`config.mk`:
```
export PLATFORM = sky130hd
export DESIGN_NAME = vend_change_dispenser_flat
export DESIGN_NICKNAME = d
export VERILOG_FILES = /design/src/rtl/vend_pkg.sv /design/src/rtl/vend_change_dispenser_if.sv /design/src/rtl/vend_coin_inventory.sv /design/src/rtl/vend_change_dispenser.sv /design/src/flat_wrapper.sv
export SDC_FILE = /design/constraint.sdc
export NUM_CORES = 1
export LEC_CHECK = 0
export CORE_ASPECT_RATIO = 0.75
export CORE_MARGIN = 2
export CORE_UTILIZATION = 30
export DETAILED_ROUTE_END_ITERATION = 6
export PLACE_DENSITY = 0.49
export REMOVE_ABC_BUFFERS = 1
export SLEW_MARGIN = 10
export SYNTH_ARGS = -nofsm -noshare
export SYNTH_HDL_FRONTEND = slang
export SYNTH_SLANG_ARGS = --single-unit
```
`constraint.sdc`:
```
create_clock -name clk -period 4 [get_ports clk]
set_input_delay 0.4 -clock clk [delete_from_list [all_inputs] [get_ports clk]]
set_output_delay 0.4 -clock clk [all_outputs]
set_load 0.005 [all_outputs]
```
`src/rtl/vend_pkg.sv`:
```
// Shared types for the vending change path: coin values, legacy coin codes
// and the dispenser state encoding.
package vend_pkg;

    // Coin values in $5 units
    localparam logic [1:0] COIN_5  = 2'd1;
    localparam logic [1:0] COIN_10 = 2'd2;

    typedef enum logic [1:0] {
        CODE_NONE = 2'b00,
        CODE_5    = 2'b01,
        CODE_10   = 2'b10
    } coin_code_e;

    typedef enum logic [2:0] {
        ST_IDLE,
        ST_CHECK,
        ST_SELECT,
        ST_EJECT,
        ST_WAIT_ACK,
        ST_DONE,
        ST_FAULT
    } disp_state_e;

    function automatic logic [1:0] coin_value(coin_code_e code);
        case (code)
            CODE_5:  return COIN_5;
            CODE_10: return COIN_10;
            default: return 2'd0;
        endcase
    endfunction

endpackage

```
`src/rtl/vend_change_dispenser_if.sv`:
```
// Controller/hopper-side bundle of the change dispenser.
// slave = dispenser side, master = controller/hopper side.
interface vend_change_dispenser_if #(
    parameter int CHG_W = 4,
    parameter int CNT_W = 8
) ();
    logic             req_valid;
    logic             req_ready;
    logic [CHG_W-1:0] req_amount;
    logic             eject_5;
    logic             eject_10;
    logic             hopper_done;
    logic             refill_5;
    logic             refill_10;
    logic             done;
    logic             short_err;
    logic             fault;
    logic [CHG_W-1:0] paid_amount;
    logic [CNT_W-1:0] fives_cnt;
    logic [CNT_W-1:0] tens_cnt;

    modport slave (
        input  req_valid, req_amount, hopper_done, refill_5, refill_10,
        output req_ready, eject_5, eject_10, done, short_err, fault,
               paid_amount, fives_cnt, tens_cnt
    );

    modport master (
        output req_valid, req_amount, hopper_done, refill_5, refill_10,
        input  req_ready, eject_5, eject_10, done, short_err, fault,
               paid_amount, fives_cnt, tens_cnt
    );
endinterface

```
`src/rtl/vend_coin_inventory.sv`:
```
// Saturating $5/$10 coin inventory. Index 0 = $5, index 1 = $10.
module vend_coin_inventory #(
    parameter int CNT_W      = 8,
    parameter int INIT_FIVES = 20,
    parameter int INIT_TENS  = 20
) (
    input  logic             clk,
    input  logic             reset,
    input  logic             refill_5_i,
    input  logic             refill_10_i,
    input  logic             dec_5_i,
    input  logic             dec_10_i,
    output logic [CNT_W-1:0] fives_cnt_o,
    output logic [CNT_W-1:0] tens_cnt_o
);

    logic [1:0]            inc;
    logic [1:0]            dec;
    logic [1:0][CNT_W-1:0] cnt;

    assign inc = {refill_10_i, refill_5_i};
    assign dec = {dec_10_i, dec_5_i};

    for (genvar g = 0; g < 2; g++) begin : g_cnt
        localparam logic [CNT_W-1:0] INIT = (g == 0) ? CNT_W'(INIT_FIVES) : CNT_W'(INIT_TENS);
        logic [CNT_W-1:0] cnt_q;
        logic [CNT_W-1:0] cnt_d;

        // Simultaneous refill and decrement cancel out
        always_comb begin
            cnt_d = cnt_q;
            if (inc[g] && !dec[g] && (cnt_q != {CNT_W{1'b1}}))
                cnt_d = cnt_q + 1'b1;
            else if (dec[g] && !inc[g] && (cnt_q != '0))
                cnt_d = cnt_q - 1'b1;
        end

        always_ff @(posedge clk) begin
            if (reset) cnt_q <= INIT;
            else       cnt_q <= cnt_d;
        end

        assign cnt[g] = cnt_q;
    end

    assign fives_cnt_o = cnt[0];
    assign tens_cnt_o  = cnt[1];

endmodule

```
`src/rtl/vend_change_dispenser.sv`:
```
// Change payout FSM: feasibility check, then tens-first coin ejection with one
// hopper acknowledge per coin and a jam timeout.
module vend_change_dispenser
    import vend_pkg::*;
#(
    parameter int CHG_W      = 4,
    parameter int CNT_W      = 8,
    parameter int INIT_FIVES = 20,
    parameter int INIT_TENS  = 20,
    parameter int TIMEOUT    = 255
) (
    input  logic                    clk,
    input  logic                    reset,
    vend_change_dispenser_if.slave  bus
);

    localparam int CW    = ((CNT_W > CHG_W) ? CNT_W : CHG_W) + 1;
    localparam int TMO_W = $clog2(TIMEOUT + 1);

    disp_state_e      state_q, state_d;
    coin_code_e       coin_q, coin_d;
    logic [CHG_W-1:0] remaining_q, remaining_d;
    logic [CHG_W-1:0] paid_q, paid_d;
    logic [TMO_W-1:0] tmo_q, tmo_d;

    logic [CNT_W-1:0] fives;
    logic [CNT_W-1:0] tens;
    logic             dec_5;
    logic             dec_10;
    logic             short;
    logic [CHG_W-1:0] step;
    logic [CW-1:0]    rem_w, tens_w, half_w, take10, need5;

    vend_coin_inventory #(
        .CNT_W      (CNT_W),
        .INIT_FIVES (INIT_FIVES),
        .INIT_TENS  (INIT_TENS)
    ) u_inv (
        .clk         (clk),
        .reset       (reset),
        .refill_5_i  (bus.refill_5),
        .refill_10_i (bus.refill_10),
        .dec_5_i     (dec_5),
        .dec_10_i    (dec_10),
        .fives_cnt_o (fives),
        .tens_cnt_o  (tens)
    );

    // Greedy feasibility: use as many tens as exist, fives cover the rest
    always_comb begin
        rem_w  = CW'(remaining_q);
        tens_w = CW'(tens);
        half_w = rem_w >> 1;
        take10 = (tens_w < half_w) ? tens_w : half_w;
        need5  = rem_w - (take10 << 1);
        short  = CW'(fives) < need5;
        step   = CHG_W'(coin_value(coin_q));
    end

    always_ff @(posedge clk) begin
        if (reset) begin
            state_q     <= ST_IDLE;
            coin_q      <= CODE_NONE;
            remaining_q <= '0;
            paid_q      <= '0;
            tmo_q       <= '0;
        end else begin
            state_q     <= state_d;
            coin_q      <= coin_d;
            remaining_q <= remaining_d;
            paid_q      <= paid_d;
            tmo_q       <= tmo_d;
        end
    end

    always_comb begin
        state_d     = state_q;
        coin_d      = coin_q;
        remaining_d = remaining_q;
        paid_d      = paid_q;
        tmo_d       = tmo_q;
        case (state_q)
            ST_IDLE: begin
                if (bus.req_valid) begin
                    remaining_d = bus.req_amount;
                    paid_d      = '0;
                    state_d     = ST_CHECK;
                end
            end
            ST_CHECK:  state_d = short ? ST_IDLE : ST_SELECT;
            ST_SELECT: begin
                if (remaining_q == '0) begin
                    state_d = ST_DONE;
                end else begin
                    coin_d  = ((remaining_q >= CHG_W'(2)) && (tens != '0)) ? CODE_10 : CODE_5;
                    state_d = ST_EJECT;
                end
            end
            ST_EJECT: begin
                tmo_d   = '0;
                state_d = ST_WAIT_ACK;
            end
            ST_WAIT_ACK: begin
                if (bus.hopper_done) begin
                    remaining_d = remaining_q - step;
                    paid_d      = paid_q + step;
                    state_d     = ST_SELECT;
                end else if (tmo_q == TMO_W'(TIMEOUT - 1)) begin
                    state_d = ST_FAULT;
                end else begin
                    tmo_d = tmo_q + 1'b1;
                end
            end
            ST_DONE:  state_d = ST_IDLE;
            ST_FAULT: state_d = ST_FAULT;
            default:  state_d = ST_IDLE;
        endcase
    end

    always_comb begin
        bus.req_ready   = (state_q == ST_IDLE);
        dec_5           = (state_q == ST_EJECT) && (coin_q == CODE_5);
        dec_10          = (state_q == ST_EJECT) && (coin_q == CODE_10);
        bus.eject_5     = dec_5;
        bus.eject_10    = dec_10;
        bus.done        = (state_q == ST_DONE);
        bus.short_err   = (state_q == ST_CHECK) && short;
        bus.fault       = (state_q == ST_FAULT);
        bus.paid_amount = paid_q;
        bus.fives_cnt   = fives;
        bus.tens_cnt    = tens;
    end

endmodule

```
`src/flat_wrapper.sv`:
```
// flat-port wrapper written by rule: the top's interface ports become plain ports
module vend_change_dispenser_flat import vend_pkg::*;
#(
    parameter int CHG_W      = 4,
    parameter int CNT_W      = 8,
    parameter int INIT_FIVES = 20,
    parameter int INIT_TENS  = 20,
    parameter int TIMEOUT    = 255
)
  (clk, reset, bus_req_valid, bus_req_amount, bus_hopper_done, bus_refill_5, bus_refill_10, bus_req_ready, bus_eject_5, bus_eject_10, bus_done, bus_short_err, bus_fault, bus_paid_amount, bus_fives_cnt, bus_tens_cnt);
  vend_change_dispenser_if #(.CHG_W(CHG_W), .CNT_W(CNT_W)) bus_i ();
  input  logic clk;
  input  logic reset;
  input wire logic [$bits(bus_i.req_valid)-1:0] bus_req_valid;
  input wire logic [$bits(bus_i.req_amount)-1:0] bus_req_amount;
  input wire logic [$bits(bus_i.hopper_done)-1:0] bus_hopper_done;
  input wire logic [$bits(bus_i.refill_5)-1:0] bus_refill_5;
  input wire logic [$bits(bus_i.refill_10)-1:0] bus_refill_10;
  output wire logic [$bits(bus_i.req_ready)-1:0] bus_req_ready;
  output wire logic [$bits(bus_i.eject_5)-1:0] bus_eject_5;
  output wire logic [$bits(bus_i.eject_10)-1:0] bus_eject_10;
  output wire logic [$bits(bus_i.done)-1:0] bus_done;
  output wire logic [$bits(bus_i.short_err)-1:0] bus_short_err;
  output wire logic [$bits(bus_i.fault)-1:0] bus_fault;
  output wire logic [$bits(bus_i.paid_amount)-1:0] bus_paid_amount;
  output wire logic [$bits(bus_i.fives_cnt)-1:0] bus_fives_cnt;
  output wire logic [$bits(bus_i.tens_cnt)-1:0] bus_tens_cnt;
  assign bus_i.req_valid = bus_req_valid;
  assign bus_i.req_amount = bus_req_amount;
  assign bus_i.hopper_done = bus_hopper_done;
  assign bus_i.refill_5 = bus_refill_5;
  assign bus_i.refill_10 = bus_refill_10;
  assign bus_req_ready = bus_i.req_ready;
  assign bus_eject_5 = bus_i.eject_5;
  assign bus_eject_10 = bus_i.eject_10;
  assign bus_done = bus_i.done;
  assign bus_short_err = bus_i.short_err;
  assign bus_fault = bus_i.fault;
  assign bus_paid_amount = bus_i.paid_amount;
  assign bus_fives_cnt = bus_i.fives_cnt;
  assign bus_tens_cnt = bus_i.tens_cnt;
  vend_change_dispenser #(.CHG_W(CHG_W), .CNT_W(CNT_W), .INIT_FIVES(INIT_FIVES), .INIT_TENS(INIT_TENS), .TIMEOUT(TIMEOUT)) u_core (.clk(clk), .reset(reset), .bus(bus_i));
endmodule
```
==> flow_summary.ini, run 1 <==
[worst_setup_path]
critical_path.max_stage_delay_ns = 0.32
crit_path_cell_trace = inv_1 -> ha_1 -> a21boi_1 -> o21ai_1 -> nand4b_1 -> buf_4 -> mux2i_1 -> ha_1 -> nor2b_1 -> o21a_1 -> or2_4 -> ha_4 -> a211oi_2 -> o21ai_1 -> a21oi_2 -> nor2_2 -> nor4b_2 -> buf_2
critical_path_arrival_ns = 3.63
critical_path_peak_fanout = 3
critical_path.startpoint_type = flop
crit_required_ns = 3.60
critical_path.endpoint_type = output pin
timing.critical_path.slowest_stage_cell = sky130_fd_sc_hd__dfxtp_2
critPathKind = flop to output pin

[clock_tree]
cts_made_buffers = 5
worstSkewPairLatency_ns = 0.28
h_tree_lvls = 2
clkSlewWorstSetupHoldPaths_ns = 0.06
clockBufferDepth = 2
clock_sink_count = 37
clock-root-buffer = sky130_fd_sc_hd__clkbuf_16
cts_tree = done

[power_and_ir_drop]
p_leak_nw = 1.540
p_per_area_mw_per_mm2 = 371.9
worst_ir_drop_vdd_v = 0.0001627
power_mw = 1.404

[synthesis]
yosysSeqAreaShare = 0.2551
yosys.area.top_type_share = 0.2551
mappedNetlistArea_mm2 = 0.002904
yosys-top-cells-area = sky130_fd_sc_hd__dfxtp_1 26%, sky130_fd_sc_hd__ha_1 13%, sky130_fd_sc_hd__nor2_1 6.3%, sky130_fd_sc_hd__mux2i_1 3.8%, sky130_fd_sc_hd__fa_1 3.4%
synth.largest_area_cell = sky130_fd_sc_hd__dfxtp_1
yosys_register_bits = 37
post_synth_most_frequent_cells = 49 x sky130_fd_sc_hd__nor2_1, 37 x sky130_fd_sc_hd__dfxtp_1, 30 x sky130_fd_sc_hd__ha_1
synth.most_common_cell = sky130_fd_sc_hd__nor2_1
synth-main-ff-cell = sky130_fd_sc_hd__dfxtp_1
yosys_warnings = 0
post_synth_num_cell_types = 60
synth-edff-count = 0
async_flop_share = 0
synthCells = 347
post_synth.cell_area_avg_um2 = 8.369

[global_route]
grt_first_pass_wirelength_um = 12580
grt_pass1_vias = 2544
gr-usage-all-layers = 0.1464
grt_overflow = 0
grt_start_max_net_pins = 21
initial_antenna_violation_count = 0

[layout]
areaGrowthSynthToFinish_pct = 30.03
antenna-diode-count = 0
fill_cells = 999
layout.nets = 449
final_core_utilization = 0.3958
share_of_final_layout_standard_cells_stronger_than_drive_strength_1 = 0.1358

[die]
design.die.area_mm2 = 0.01049
row_count = 31
die_width_um = 117.6
die_y_um = 89.21
floorplan_core_area_mm2 = 0.009542
ioPinCount = 36
floorplan.initialDensity = 0.3044

[routing]
via_per_inst = 5.035
drc_violations_left = 0
antenna_viol_nets_final = 0
detail_route.wirelength_um = 7421
via_count = 2704
drt_first_iter_violations = 98
detail_route.first_pass.iterations = 4
wl_per_cell_um = 13.82

[timing]
hold_ws_ns = 0.5103
setup_violations = 1
worst_margin_slew_ns = 0.8192
finalCriticalPeriod_ns = 4.027
timing.clock.skew_ns = 0.004165
slew_headroom = 0.4522
fin_max_slew_vios = 0
period_share = 1.007
worst_slack_ns = -0.02725
fmaxAchievable_mhz = 248.3
grt_setup_unrepaired = true
hold_viol = 0

[hold_path]
hold_path_class = flop to flop

[run]
drv.max_cap_violation_count = 0

[placement]
finalWeightedCongestion = 0.8161
dp_hpwl_um = 5620
io_buffers = 35

[status]
violations = negative setup slack
run_status = complete, but fails checks
## state kept, by name, summed over array words and instances, names as in the netlist
name,count
u_core.coin_q,2
u_core.remaining_q,4
u_core.bus.paid_amount,4
u_core.u_inv.fives_cnt_o,8
u_core.tmo_q,8
u_core.u_inv.tens_cnt_o,8
u_core.state_q,3
## per-stage QoR
| stage | instances | setup TNS, ns | cell area, um2 | setup slack, ns |
|---|---|---|---|---|
| after global routing | 537 | -0.2329 | 3776 | -0.2329 |
| final | 537 | -0.02725 | 3776 | -0.02725 |
| after floorplan | 337 | 0 | 2863 | 0.2554 |
| after global placement | 528 | -0.1691 | 3558 | -0.1691 |
| after detailed placement | 528 | -0.2932 | 3558 | -0.2932 |
| after CTS | 536 | 0 | 3767 | 0.004207 |
## critical path: cells and delay by family, from the launching register on
kind | cells | cell delay (ns)
muxes | 1 | 0.15
buffers and inverters | 3 | 0.37
adders and majority gates | 3 | 0.72
AOI/OAI and AO/OA | 6 | 0.96
and+or+nand+nor | 5 | 0.80
DFF | 1 | 0.32
## metal layers
| metal | vias up | track usage | part of all wire |
|---|---|---|---|
| met2 | 41 | 0.2204 | 0.41 |
| met1 | 1256 | 0.2171 | 0.56 |
| met4 | 0 | 0.04053 | 0.0084 |
| met5 | - | 0 | 0 |
| li1 | 1400 | - | - |
| met3 | 7 | 0.02232 | 0.024 |
## timing repair
item | in CTS | in global routing
setup buffers | 0 | 1
setup endpoints to repair | 1 | 1
hold buffers | 0 | 0
pin swaps | 5 | 9
gates resized for setup | 15 | 1
## path summary, 6_finish.rpt
check | startpoint | slack, ns | depth (start not counted) | to
worst max-delay path | u_core.remaining_q[2] | -0.03 | 18 | bus_short_err
worst min-delay path | u_core.tmo_q[0] | 0.51 | 2 | u_core.tmo_q[0]
worst max register to register | u_core.remaining_q[2] | 0.56 | 18 | u_core.state_q[1]
worst min register to register | u_core.tmo_q[0] | 0.51 | 2 | u_core.tmo_q[0]
## area by class of cell
class | count | area [um2] | area share
sequential | 37 | 742.0 | 0.1965
inverter | 17 | 63.81 | 0.01690
clock inverter | 2 | 37.54 | 0.009940
tap | 132 | 165.2 | 0.04374
multi-input combinational | 283 | 2096 | 0.5550
timing repair buffer | 60 | 533.0 | 0.1412
clock buffer | 6 | 138.9 | 0.03678
## cell families after synthesis
logic type | after synthesis | share of synthesized area
AOI/OAI and AO/OA | 86 | 0.2137
xor gates and xnor gates | 13 | 0.03921
adders and majority gates | 35 | 0.1637
buffers and inverters | 27 | 0.03619
DFF | 37 | 0.2551
muxes | 14 | 0.04955
and+or+nand+nor | 135 | 0.2426
## report_power, final
group	internal [mW]	leakage, nW	switching [mW]	total [mW]
combinational	0.253	1.15	0.246	0.499
sequential	0.396	0.303	0.0356	0.431
clock	0.311	0.0831	0.162	0.473
## cell usage in the layout, fill, tap and decap left out, types with 8 or more instances in the layout
cell                              Yosys  layout
sky130_fd_sc_hd__dfxtp_1             37      36
sky130_fd_sc_hd__o21ai_0             12      10
sky130_fd_sc_hd__ha_1                30      28
sky130_fd_sc_hd__nor2b_1              8       8
sky130_fd_sc_hd__a21oi_1             15      14
sky130_fd_sc_hd__nand2_1             18      18
sky130_fd_sc_hd__a211oi_1            13      12
sky130_fd_sc_hd__nand2b_1            10      10
sky130_fd_sc_hd__nor2_1              49      48
sky130_fd_sc_hd__buf_4                0      25
sky130_fd_sc_hd__inv_1               17      17
sky130_fd_sc_hd__o21ai_1              6       8
sky130_fd_sc_hd__nor3_1              10      10
sky130_fd_sc_hd__mux2i_1             11      11
sky130_fd_sc_hd__clkdlybuf4s50_1      0      34
Power figures use the tool's default switching activity.
==> run 2: changes to the inputs <==
Settings changed: CELL_PAD_IN_SITES_DETAIL_PLACEMENT set to 0, CELL_PAD_IN_SITES_GLOBAL_PLACEMENT set to 1, PLACE_DENSITY 0.49 to 0.62, TNS_END_PERCENT set to 100.
==> flow_summary.ini, run 2 (same netlist as run 1, synthesis figures left out) <==
[timing]
hold_ws_ns = 0.5067
finalCriticalPeriod_ns = 3.943
period_share = 0.9858
grt_setup_unrepaired = true
worst_slack_ns = 0.05694
fin_max_slew_vios = 0
worst_margin_slew_ns = 0.8895
hold_viol = 0
slew_headroom = 0.4051
setup_violations = 0
timing.clock.skew_ns = 0.003610
fmaxAchievable_mhz = 253.6

[global_route]
gr-usage-all-layers = 0.1458
grt_pass1_vias = 2593
grt_overflow = 0
initial_antenna_violation_count = 0
grt_first_pass_wirelength_um = 12590
grt_start_max_net_pins = 20

[die]
row_count = 31
floorplan.initialDensity = 0.3044
die_y_um = 89.21
die_width_um = 117.6
floorplan_core_area_mm2 = 0.009542
design.die.area_mm2 = 0.01049
ioPinCount = 36

[routing]
detail_route.wirelength_um = 7517
drc_violations_left = 0
detail_route.first_pass.iterations = 4
antenna_viol_nets_final = 0
wl_per_cell_um = 13.92
drt_first_iter_violations = 120
via_per_inst = 5.041
via_count = 2722

[placement]
dp_hpwl_um = 5606
post_dp_cell_area_mm2 = 0.003543
post-place-ws_ns = -0.2647
finalWeightedCongestion = 0.7762
place_inst = 526
io_buffers = 35

[clock_tree]
clock-root-buffer = sky130_fd_sc_hd__clkbuf_16
cts_tree = done
worstSkewPairLatency_ns = 0.28
clkSlewWorstSetupHoldPaths_ns = 0.06
cts_made_buffers = 5
clockBufferDepth = 2
h_tree_lvls = 2
hold_buffers = 0
clock_sink_count = 37

[power_and_ir_drop]
p_leak_nw = 1.542
worst_ir_drop_vdd_v = 0.0002292
p_per_area_mw_per_mm2 = 358.8

[hold_path]
hold_depth = 2
hold_path_class = flop to flop
worstHoldStart = u_core.coin_q[0]
holdPathEnd = u_core.coin_q[0]

[worst_setup_path]
critical_path.endpoint_type = output pin
ff2ff_path_depth = 21
critPathKind = flop to output pin
critical_path_peak_fanout = 3
worstReg2RegStart = u_core.remaining_q[2]
crit_required_ns = 3.60
critical_path.reg2reg.endpoint = u_core.state_q[1]
regToRegSetupSlack_ns = 0.21
critical_path_arrival_ns = 3.54
critical_path.startpoint_type = flop

[layout]
areaGrowthSynthToFinish_pct = 30.98
antenna-diode-count = 0
share_of_final_layout_standard_cells_stronger_than_drive_strength_1 = 0.1569
fill_cells = 1013
final_core_utilization = 0.3986
most_frequent_cells_in_the_layout = 48 x sky130_fd_sc_hd__nor2_1, 35 x sky130_fd_sc_hd__dfxtp_1, 34 x sky130_fd_sc_hd__clkdlybuf4s50_1
finalInstanceArea_mm2 = 0.003804
layout_commonest_cell = sky130_fd_sc_hd__nor2_1
stdcell_count = 540
layout.nets = 452

[run]
drv.max_cap_violation_count = 0

[status]
run_status = completed
run 2: cell types whose count changed in the layout (fill, tap and decap cells not counted), sizes merged:
cell | previous run | this run
buf | 26 | 29
bufinv | 1 | 0
clkbuf | 6 | 5
clkinv | 0 | 2
run 2: worst max path at each step:
stage	startpoint	to	slack (ns)	depth (start not counted)
floorplan	u_core.remaining_q[2]	bus_short_err	0.26	16
global route	u_core.remaining_q[2]	bus_short_err	-0.14	18
detailed placement	u_core.remaining_q[2]	bus_short_err	-0.26	17
global placement	u_core.remaining_q[2]	bus_short_err	-0.17	18
CTS	u_core.remaining_q[2]	bus_short_err	0.01	17
finish	u_core.remaining_q[2]	bus_short_err	0.06	17
run 2: metal layers:
layer | wire (um) | GRT usage
met2 | 3222 | 0.2347
met5 | 0 | 0
met1 | 4083 | 0.2093
met3 | 211 | 0.02551
met4 | 0 | 0.02300
run 2: final cells by class:
class | instances | area, um2 | share of cell area
Tap cell | 132 | 165.2 | 0.04342
Multi-Input combinational cell | 283 | 2130 | 0.5599
Clock buffer | 5 | 125.1 | 0.03289
Sequential cell | 37 | 743.2 | 0.1954
Clock inverter | 3 | 17.52 | 0.004605
Timing Repair Buffer | 63 | 559.3 | 0.1470
Inverter | 17 | 63.81 | 0.01678
run 2: what timing repair did:
action,4_1_cts,5_1_grt
pin swaps,1,12
setup buffers,4,2
setup endpoints to repair,1,2
gates resized for setup,11,13
gates cloned,0,0
run 2: stage by stage:
| step | TNS, ns | total power, mW |
|---|---|---|
| after floorplan | 0 | 0.7233 |
| after CTS | 0 | 1.349 |
| after global routing | -0.1553 | 1.468 |
| after global placement | -0.1656 | 0.9110 |
| final | 0 | 1.365 |
| after detailed placement | -0.2647 | 0.9144 |
run 2: worst max-delay path: stages, from the launching register on:
cell                       delay, ns
sky130_fd_sc_hd__dfxtp_2        0.32
sky130_fd_sc_hd__inv_2          0.07
sky130_fd_sc_hd__ha_4           0.19
sky130_fd_sc_hd__a21boi_2       0.14
sky130_fd_sc_hd__o21ai_1        0.13
sky130_fd_sc_hd__nand4b_1       0.15
sky130_fd_sc_hd__buf_4          0.19
sky130_fd_sc_hd__mux2i_1        0.11
sky130_fd_sc_hd__ha_2           0.19
sky130_fd_sc_hd__buf_6          0.11
sky130_fd_sc_hd__fa_2           0.55
sky130_fd_sc_hd__ha_1           0.22
sky130_fd_sc_hd__o211ai_1       0.15
sky130_fd_sc_hd__nor2_1         0.08
sky130_fd_sc_hd__a21oi_2        0.18
sky130_fd_sc_hd__nor2_2         0.07
sky130_fd_sc_hd__nor4b_2        0.25
sky130_fd_sc_hd__buf_2          0.15
run 2: power by group:
group          total [mW]  switching (mW)  internal, mW
registers           0.433          0.0372         0.396
logic               0.551           0.262         0.288
clock network       0.381           0.153         0.228
